[src/rtl/float_accumulate_ctrl_pkg.sv]
// Shared types for the float accumulator: IEEE-754 single alias, FSM states, +0.0 constant.
// Latency: n/a (types and constants only).
// Backpressure: n/a.
package floatingpoint;

  typedef logic [31:0] float;

  typedef enum logic [1:0] {
    IDLE  = 2'd0,
    ISSUE = 2'd1,
    WAIT  = 2'd2
  } acc_state_t;

  localparam float FLOAT_POS_ZERO = 32'h0000_0000;

endpackage

[src/rtl/float_fifo.sv]
// Synchronous FIFO, DEPTH x W bits, head word visible combinationally on o_dat.
// Latency: a push is visible at o_dat the cycle after the push edge.
// Backpressure: o_full blocks pushes; pops while empty and pushes while full are ignored.
module float_fifo #(
  parameter int DEPTH = 8,
  parameter int W     = 33
) (
  input  logic         Clock,
  input  logic         Reset,
  input  logic         i_push,
  input  logic [W-1:0] i_dat,
  input  logic         i_pop,
  output logic [W-1:0] o_dat,
  output logic         o_full,
  output logic         o_empty
);

  localparam int AW = $clog2(DEPTH);

  logic [W-1:0] r_mem [DEPTH];
  logic [AW:0]  r_wr_ptr;
  logic [AW:0]  r_rd_ptr;
  logic         w_push;
  logic         w_pop;

  // Extra pointer bit distinguishes full from empty when the index bits match.
  assign o_empty = (r_wr_ptr == r_rd_ptr);
  assign o_full  = (r_wr_ptr[AW] != r_rd_ptr[AW]) &&
                   (r_wr_ptr[AW-1:0] == r_rd_ptr[AW-1:0]);
  assign w_push  = i_push && !o_full;
  assign w_pop   = i_pop && !o_empty;
  assign o_dat   = r_mem[r_rd_ptr[AW-1:0]];

  // Pointer update; reset flushes the contents by equalising the pointers.
  always_ff @(posedge Clock) begin
    if (!Reset) begin
      r_wr_ptr <= '0;
      r_rd_ptr <= '0;
    end else begin
      if (w_push) r_wr_ptr <= r_wr_ptr + 1'b1;
      if (w_pop)  r_rd_ptr <= r_rd_ptr + 1'b1;
    end
  end

  // Storage write; contents need no reset because the pointers gate visibility.
  always_ff @(posedge Clock) begin
    if (w_push) r_mem[r_wr_ptr[AW-1:0]] <= i_dat;
  end

endmodule

[src/rtl/float_accumulate_ctrl.sv]
// Streams buffered floats one at a time into a non-pipelined adder, chaining results into a running sum; optional adder timeout under FLOAT_ACC_TIMEOUT_EN.
// Latency: push at edge t -> AddInputValid in cycle t+1; SumValid one cycle after the final AddResultValid.
// Backpressure: InReady = FIFO not full; exactly one adder operation outstanding at a time.
module float_accumulate_ctrl
  import floatingpoint::*;
#(
  parameter int DEPTH   = 8,
  parameter int CNT_W   = 16,
  parameter int TIMEOUT = 64
) (
  input  logic             Clock,
  input  logic             Reset,
  input  float             InData,
  input  logic             InValid,
  input  logic             InLast,
  output logic             InReady,
  output float             AddOp1,
  output float             AddOp2,
  output logic             AddInputValid,
  input  float             AddResult,
  input  logic             AddResultValid,
  output float             SumOut,
  output logic             SumValid,
  output logic [CNT_W-1:0] SumCount,
  output logic             Busy
`ifdef FLOAT_ACC_TIMEOUT_EN
  ,
  output logic             TimeoutErr
`endif
);

  if (DEPTH < 2 || (DEPTH & (DEPTH - 1)) != 0) begin : g_bad_depth
    $error("float_accumulate_ctrl: DEPTH must be a power of 2 and >= 2");
  end
  if (TIMEOUT < 1) begin : g_bad_timeout
    $error("float_accumulate_ctrl: TIMEOUT must be >= 1");
  end

  acc_state_t       r_state;
  acc_state_t       w_state_nxt;
  float             r_acc;
  float             r_op1;
  float             r_op2;
  float             r_sum;
  logic [CNT_W-1:0] r_count;
  logic [CNT_W-1:0] r_sum_cnt;
  logic [CNT_W-1:0] w_count_inc;
  logic             r_add_vld;
  logic             r_sum_vld;
  logic             r_last;
  logic [32:0]      w_head;
  logic             w_full;
  logic             w_empty;
  logic             w_push;
  logic             w_pop;
  logic             w_done;
  logic             w_timeout;

  float_fifo #(.DEPTH(DEPTH), .W(33)) u_fifo (
    .Clock   (Clock),
    .Reset   (Reset),
    .i_push  (w_push),
    .i_dat   ({InLast, InData}),
    .i_pop   (w_pop),
    .o_dat   (w_head),
    .o_full  (w_full),
    .o_empty (w_empty)
  );

  assign InReady       = !w_full;
  assign w_push        = InValid && !w_full;
  assign w_done        = (r_state == WAIT) && AddResultValid;
  assign w_count_inc   = (&r_count) ? r_count : r_count + 1'b1;
  assign AddOp1        = r_op1;
  assign AddOp2        = r_op2;
  assign AddInputValid = r_add_vld;
  assign SumOut        = r_sum;
  assign SumCount      = r_sum_cnt;
  assign SumValid      = r_sum_vld;
  assign Busy          = (r_state != IDLE) || !w_empty;

`ifdef FLOAT_ACC_TIMEOUT_EN
  localparam int TW = $clog2(TIMEOUT + 1);

  logic [TW-1:0] r_wait_cnt;
  logic          r_timeout_err;

  assign w_timeout  = (r_state == WAIT) && !AddResultValid &&
                      (r_wait_cnt == TW'(TIMEOUT - 1));
  assign TimeoutErr = r_timeout_err;

  // Count cycles spent in WAIT; raise a sticky error when the adder never answers.
  always_ff @(posedge Clock) begin
    if (!Reset) begin
      r_wait_cnt    <= '0;
      r_timeout_err <= 1'b0;
    end else begin
      r_wait_cnt <= (r_state == WAIT) ? r_wait_cnt + 1'b1 : '0;
      if (w_timeout) r_timeout_err <= 1'b1;
    end
  end
`else
  assign w_timeout = 1'b0;
`endif

  // State register.
  always_ff @(posedge Clock) begin
    if (!Reset) r_state <= IDLE;
    else        r_state <= w_state_nxt;
  end

  // Next state and FIFO pop: pop happens during the single ISSUE cycle.
  always_comb begin
    w_state_nxt = r_state;
    w_pop       = 1'b0;
    case (r_state)
      IDLE:    if (!w_empty) w_state_nxt = ISSUE;
      ISSUE: begin
        w_pop       = 1'b1;
        w_state_nxt = WAIT;
      end
      WAIT:    if (w_done || w_timeout) w_state_nxt = IDLE;
      default: w_state_nxt = IDLE;
    endcase
  end

  // Datapath: operands load on entry to ISSUE and hold through WAIT; results fold into Acc.
  always_ff @(posedge Clock) begin
    if (!Reset) begin
      r_acc     <= FLOAT_POS_ZERO;
      r_op1     <= FLOAT_POS_ZERO;
      r_op2     <= FLOAT_POS_ZERO;
      r_sum     <= FLOAT_POS_ZERO;
      r_count   <= '0;
      r_sum_cnt <= '0;
      r_add_vld <= 1'b0;
      r_sum_vld <= 1'b0;
      r_last    <= 1'b0;
    end else begin
      r_add_vld <= 1'b0;
      r_sum_vld <= 1'b0;
      if (w_state_nxt == ISSUE) begin
        r_op1     <= r_acc;
        r_op2     <= w_head[31:0];
        r_add_vld <= 1'b1;
      end
      if (r_state == ISSUE) r_last <= w_head[32];
      if (w_done) begin
        if (r_last) begin
          r_sum     <= AddResult;
          r_sum_cnt <= w_count_inc;
          r_sum_vld <= 1'b1;
          r_acc     <= FLOAT_POS_ZERO;
          r_count   <= '0;
        end else begin
          r_acc     <= AddResult;
          r_count   <= w_count_inc;
        end
      end
    end
  end

endmodule

[config.mk]
export PLATFORM = sky130hd
export DESIGN_NAME = float_accumulate_ctrl
export DESIGN_NICKNAME = d
export VERILOG_FILES = /design/src/rtl/float_accumulate_ctrl_pkg.sv /design/src/rtl/float_fifo.sv /design/src/rtl/float_accumulate_ctrl.sv
export SDC_FILE = /design/constraint.sdc
export NUM_CORES = 1
export LEC_CHECK = 0
export BUFFER_PORTS_ARGS = -buffer_cell sky130_fd_sc_hd__buf_2
export CORE_MARGIN = 5
export CORE_UTILIZATION = 40
export CTS_CLUSTER_SIZE = 16
export DETAILED_ROUTE_END_ITERATION = 10
export GPL_ROUTABILITY_DRIVEN = 1
export GPL_TIMING_DRIVEN = 0
export PLACE_DENSITY = 0.63
export SLEW_MARGIN = 0
export SYNTH_ARGS = -nofsm -noshare
export SYNTH_HDL_FRONTEND = slang
export SYNTH_SLANG_ARGS = --single-unit
[constraint.sdc]
create_clock -name Clock -period 6.13 [get_ports Clock]
set_clock_uncertainty 0.15 [all_clocks]
set_input_delay 0.613 -clock Clock [delete_from_list [all_inputs] [get_ports Clock]]
set_output_delay 0.613 -clock Clock [all_outputs]
set_load 0.005 [all_outputs]
== Yosys cells after proc, flatten, opt, wreduce, memory -nomap -nowiden ==
Memories as Yosys holds them, arrays and structs flattened. A register that Yosys moved wholly into a read port is not among the register bits.
Index checks and enable logic that the tools add are counted.
Word-level totals
  register bits: 173
  latch bits: 0
  RAM bits: 264
  bits in read-only memories: 0
  bits of input ports: 69
  word-level logic and storage cells: 48
  memories kept: 1
Cells by class
  add/sub/neg operators: 3
  $mul: 0
  divide/modulo/power cells: 0
  $lt $le $gt $ge: 0
  equal/unequal tests: 6
  shift-type cells: 0
  multiplexer cells: 13
  bitwise gates (word level): 0
  reduce and logical (&&, ||, !) cells: 13
Memory list
  u_fifo.r_mem: depth 8, width 33, read ports 1, clocked after memory_dff 1, wr ports 1, line float_fifo.sv:20  | logic [W-1:0] r_mem [DEPTH];
Operator list (count)
  16-bit two-way mux: 2
  32-bit two-way mux: 1
  16-bit by 1-bit adder with 16-bit output (second input constant): 1
  16-bit AND reduction: 1
  4-bit by 1-bit adder with 4-bit output (second input constant): 2
  3-bit two-way mux: 2
  2-bit case mux with 3 select lines: 1
  1-bit logical AND: 5
  1-bit two-way mux: 5
  2-bit by 1-bit == test with 1-bit output (second input constant): 2
  4-bit == test: 1
  2-bit two-way mux: 2
  2-bit AND reduction: 2
  3-bit == test: 1
  2-bit == test (second input constant): 1
  1-bit logical NOT: 2
  2-bit logical NOT: 1
  2-bit nonzero test: 1
  1-bit logical OR: 1
  1-bit inequality test: 1

== Longest topological paths before layout ==
  depth in word-level cells: 7
  mapped depth: 7
  depth with buffers taken out: 5

== Hierarchy ==
From an unflattened synthesis, not the netlist that was laid out.
Second synthesis, totals
  cells, all modules: 1252
  area, all modules: 17006.3 sq um
Modules (own cells, without submodules)
  float_fifo: instances 1, cells an instance 464, area each 10675.2 sq um, seq. area each 8147.8 sq um
  float_accumulate_ctrl: instances 1, cells an instance 788, area each 6331.1 sq um, seq. area each 3303.2 sq um

== Worst setup path before layout ==
OpenSTA, ideal clock, no wires.
  path kind: register to register
  from: reg u_fifo.r_wr_ptr[0]
  to: mem u_fifo.r_mem[2][0] (enable)
  library setup time: 0.464 ns
  arrival: 3.547 ns
  setup slack: 1.969 ns
  stages on the path, launching flop included: 6
  path buffers: 1
  clock period less this slack: 4.161 ns
  path through: dfxtp_1 > buf_2 > xor2_2 > o41ai_4 > or2_2 > nor3_1
On the way
  word-level cells in the longest chain between the ends: 7
RTL lines
  start, declared: line float_fifo.sv:21  | logic [AW:0] r_wr_ptr;
  start signal, assigned: line float_fifo.sv:40  | if (w_push) r_wr_ptr <= r_wr_ptr + 1'b1;
  3-bit == test: line float_fifo.sv:29  | (r_wr_ptr[AW-1:0] == r_rd_ptr[AW-1:0]);
  1-bit logical AND: line float_fifo.sv:28  | assign o_full = (r_wr_ptr[AW] != r_rd_ptr[AW]) &&
  1-bit logical NOT: line float_fifo.sv:30, float_accumulate_ctrl.sv:71
  1-bit logical AND: line float_accumulate_ctrl.sv:71  | assign w_push = InValid && !w_full;
  1-bit logical AND: line float_fifo.sv:30  | assign w_push = i_push && !o_full;
  1-bit two-way mux: line float_fifo.sv:47  | if (w_push) r_mem[r_wr_ptr[AW-1:0]] <= i_dat;
  1-bit two-way mux (implied by the code): line float_fifo.sv:47
  end, declared: line float_fifo.sv:20
Several ways; a longest one is shown, not always the timed one.

== Worst setup path in the final report ==
  from: reg u_fifo.r_wr_ptr[0]
  to: mem u_fifo.r_mem[2][17] (enable)
Same word-level chain as after synthesis.

==> results.md <==
- IO Count: 185
- Top FF cell, synth: edfxtp_1
- Combinational Power Share: 0.102
- IO Port Bufs: 184
- Gpl congestion: 0.906
- Final Hold Fails: 0
- Initial Util: 0.402
- Max_slew headroom: 0.357
- Sequential fraction of the synthesis area: 0.681
- Worst Tran Pin Value: 0.959 ns
- Net count, final: 1528
- Status: finished clean
- Vias per cell: 5.27
- Setup TNS: 0 ns
- Hold_buf cts: 0
- TritonRoute pass-1 iters: 5
- Vias in the first global route: 10600
- Starting DRT DRC Count: 868
- Switch Pwr: 1620 uW
- Number of synthesis warnings: 0
- CTS H-tree lvls: 2
- Mean post-synth cell area: 13.9 um2
- Post-route DRC: 0
- Setup crit start: u_fifo.r_wr_ptr[0]
- WL/cell: 20.1 um
- Max-cap viol count: 0
- CTS max path bufs: 3
- Area growth syn-to-layout: 20.0%
- Cell variety after synth: 55
- Internal cell power: 4990 uW
- Largest net degree at the start of global routing: 21
- CTS tree: built
- Worst hold path startpoint: AddResult[11]
- Max Slew Vio Count: 0
- Worst path arrival time: 3.17 ns
- Post-synth EDFFs: 264
- Max Fclk: 329 MHz
- First-pass GRT wire length: 62900 um
- DP HPWL: 28000 um
- Worst path top cell family by delay: simple AND/OR/NAND/NOR gates
- Clock power share: 0.396
- Power Total: 6610 uW
- HP Class: input pin to flop
- Post-CTS Setup Bufs: 0
- Leakage: 0.00717 uW
- Core area: 0.0418 mm2
- Sequential power share: 0.502
- PwrDens: 328 mW/mm2
- Post-CTS sizing: 0
- Die ar.: 0.0462 mm2
- Sw Share: 0.245
- CTS root buf: clkbuf_16
- Synthesized flop and latch total: 440
- RSZ-0062 raised after global routing: no
- Final hold slack: 0.144 ns
- Initial antenna violation count: 5
- Crit start category: flop
- Crit-path slowest cell: nor3_2
- Die Ht: 215 um
- Synth Cell Area: 0.0168 mm2
- Clk slew on worst S/H paths: 0.06 ns
- Synthesized Nets: 1279
- Total track usage: 0.173
- CP Max Fanout: 9
- Total CTS buffers: 46
- Syn Inst Count: 1207
- Final Cycle Share: 0.495
- Clock network latency to the later pin of the worst-skew pair: 0.59 ns
- Worst EP required: 6.27 ns
- Worst Setup Path Type: flop to flop
- Asr flop ratio synth: 0
- Layout cells sized above 1: 0.263
- Reg-to-Reg Start: u_fifo.r_wr_ptr[0]
- Buf+Inv Stages, Crit Path: 3
- FP Rows: 75
- TritonCTS sink count: 440
- Crit-path max cell delay: 0.73 ns
- Routed WL: 41000 um
- Period minus WS final: 3.04 ns
- Overflow after GRT: 0
- Crit end category: flop
- Routed Antenna Nets: 0
- Final setup viols: 0
- VDD IR max: 0.000261 V
- Critical Path, Cell by Cell: buf_2 > xor2_2 > o41ai_4 > or2_2 > nor3_2 > buf_6 > buf_8
- Via Count: 10700
- Chip width: 215 um
cell families after synthesis:
family                   after synthesis  synth area share
AO/OA/AOI/OAI                        226            0.0768
XOR/XNOR                              11           0.00707
adder cells (fa/ha/maj)                3           0.00223
buffers and inverters                 93            0.0266
flip-flops                           440             0.681
multiplexers                         107             0.113
AND/OR/NAND/NOR                      327            0.0931
synth_stat cells (all sizes together) (6+ instances only):
library cell	count	area, um2
edfxtp	264	7930
dfxtp	176	3520
nand2	148	556
a21oi	136	681
mux4	66	1490
nor2	60	225
o21ai	52	260
clkbuf	47	178
mux2i	41	410
buf	40	246
and3	36	225
nand3	18	95.1
nand4	14	115
a31oi	11	68.8
nor3	11	55.1
or3	11	73.8
inv	6	22.5
nand2b	6	37.5
o31ai	6	45.0
xor2	6	75.1
worst paths after layout:
check	end	slack, ns	depth (start not counted)
worst max-delay path	u_fifo.r_mem[2][17]	3.09	7
worst min-delay path	SumOut[11]	0.14	3
worst max register to register	u_fifo.r_mem[2][17]	3.09	7
worst min register to register	AddOp1[4]	0.29	2
cell usage in the layout, fill, tap and decap left out, types with 3 or more instances in the layout:
| master | synthesis | layout |
|---|---|---|
| xor2_1 | 3 | 3 |
| edfxtp_1 | 264 | 264 |
| or3_1 | 10 | 10 |
| clkbuf_1 | 46 | 63 |
| nor2_4 | 0 | 5 |
| xor2_2 | 3 | 3 |
| inv_1 | 5 | 5 |
| clkbuf_16 | 0 | 46 |
| a21oi_1 | 136 | 136 |
| dfxtp_1 | 176 | 176 |
| clkinv_2 | 0 | 9 |
| buf_1 | 9 | 9 |
| nand4_1 | 11 | 11 |
| a31oi_1 | 11 | 11 |
| mux4_2 | 66 | 66 |
| a211oi_1 | 5 | 5 |
| a311oi_1 | 3 | 3 |
| buf_4 | 8 | 8 |
| nor3_2 | 0 | 3 |
| xnor2_1 | 5 | 5 |
| buf_6 | 6 | 16 |
| o31ai_1 | 6 | 6 |
| nand3_1 | 17 | 17 |
| nor3_1 | 11 | 8 |
| nor2_1 | 60 | 55 |
| o21ai_0 | 51 | 51 |
| and3_1 | 36 | 36 |
| nand2_1 | 148 | 148 |
| o221a_2 | 3 | 3 |
| nand2b_1 | 6 | 6 |
| mux2i_1 | 41 | 41 |
| nor4_1 | 4 | 4 |
| ha_1 | 3 | 3 |
| clkbuf_8 | 0 | 5 |
| buf_16 | 0 | 4 |
| nor3b_1 | 4 | 4 |
| and4_1 | 3 | 3 |
| buf_2 | 17 | 201 |
power by group through the flow:
stage | combinational [uW] | clock (uW) | sequential, uW
6_report | 674 | 2620 | 3320
3_3_place_gp | 654 | 0 | 3380
3_5_place_dp | 682 | 0 | 3380
2_1_floorplan | 382 | 0 | 3370
5_1_grt | 742 | 2800 | 3330
4_1_cts | 685 | 2670 | 3320
layer usage:
layer  global-route usage  wire length, um  vias up  part of all wire
met3               0.0421             2870       65             0.070
li1                     -                -     5033                 -
met2                0.281            19200      328              0.47
met4               0.0474              935       10             0.023
met5                    0               40        -           0.00098
met1                0.235            17900     5279              0.44
through the flow:
step                std cells  utilization  setup slack (ns)  instance area, um2
finish                   2033        0.483              3.09               20200
detailed placement       1947        0.448              3.03               18700
floorplan                1207            -              1.97               16800
global route             2032        0.483              2.93               20200
CTS                      2032        0.483              3.02               20200
global placement         1930        0.441            -0.553               18400
sequential cells by signal, summed over array words and instances, names as in the netlist, named ones only:
register	flops
AddInputValid	1
AddOp1	32
AddOp2	32
SumCount	16
SumOut	32
SumValid	1
r_acc	32
r_count	16
r_last	1
r_state	2
u_fifo.r_mem	264
u_fifo.r_rd_ptr	4
u_fifo.r_wr_ptr	4
layout make-up:
class	count	area, um2
fillers	3626	21600
diodes	1	2.50
well taps	539	674
clock buffers	68	1280
inverters	6	22.5
flip-flops and latches	440	11500
multi-input cells	674	4960
clock inverters	17	153
repair buffers	201	1190
plain buffers	87	424
worst reg2reg max path, stage by stage, from the launching register on:
cell and delay [ns]:
dfxtp_1 0.33, buf_2 0.21, xor2_2 0.35, o41ai_4 0.18
or2_2 0.38, nor3_2 0.73, buf_6 0.27, buf_8 0.16
Note: power is estimated with default switching activity, not from simulation.
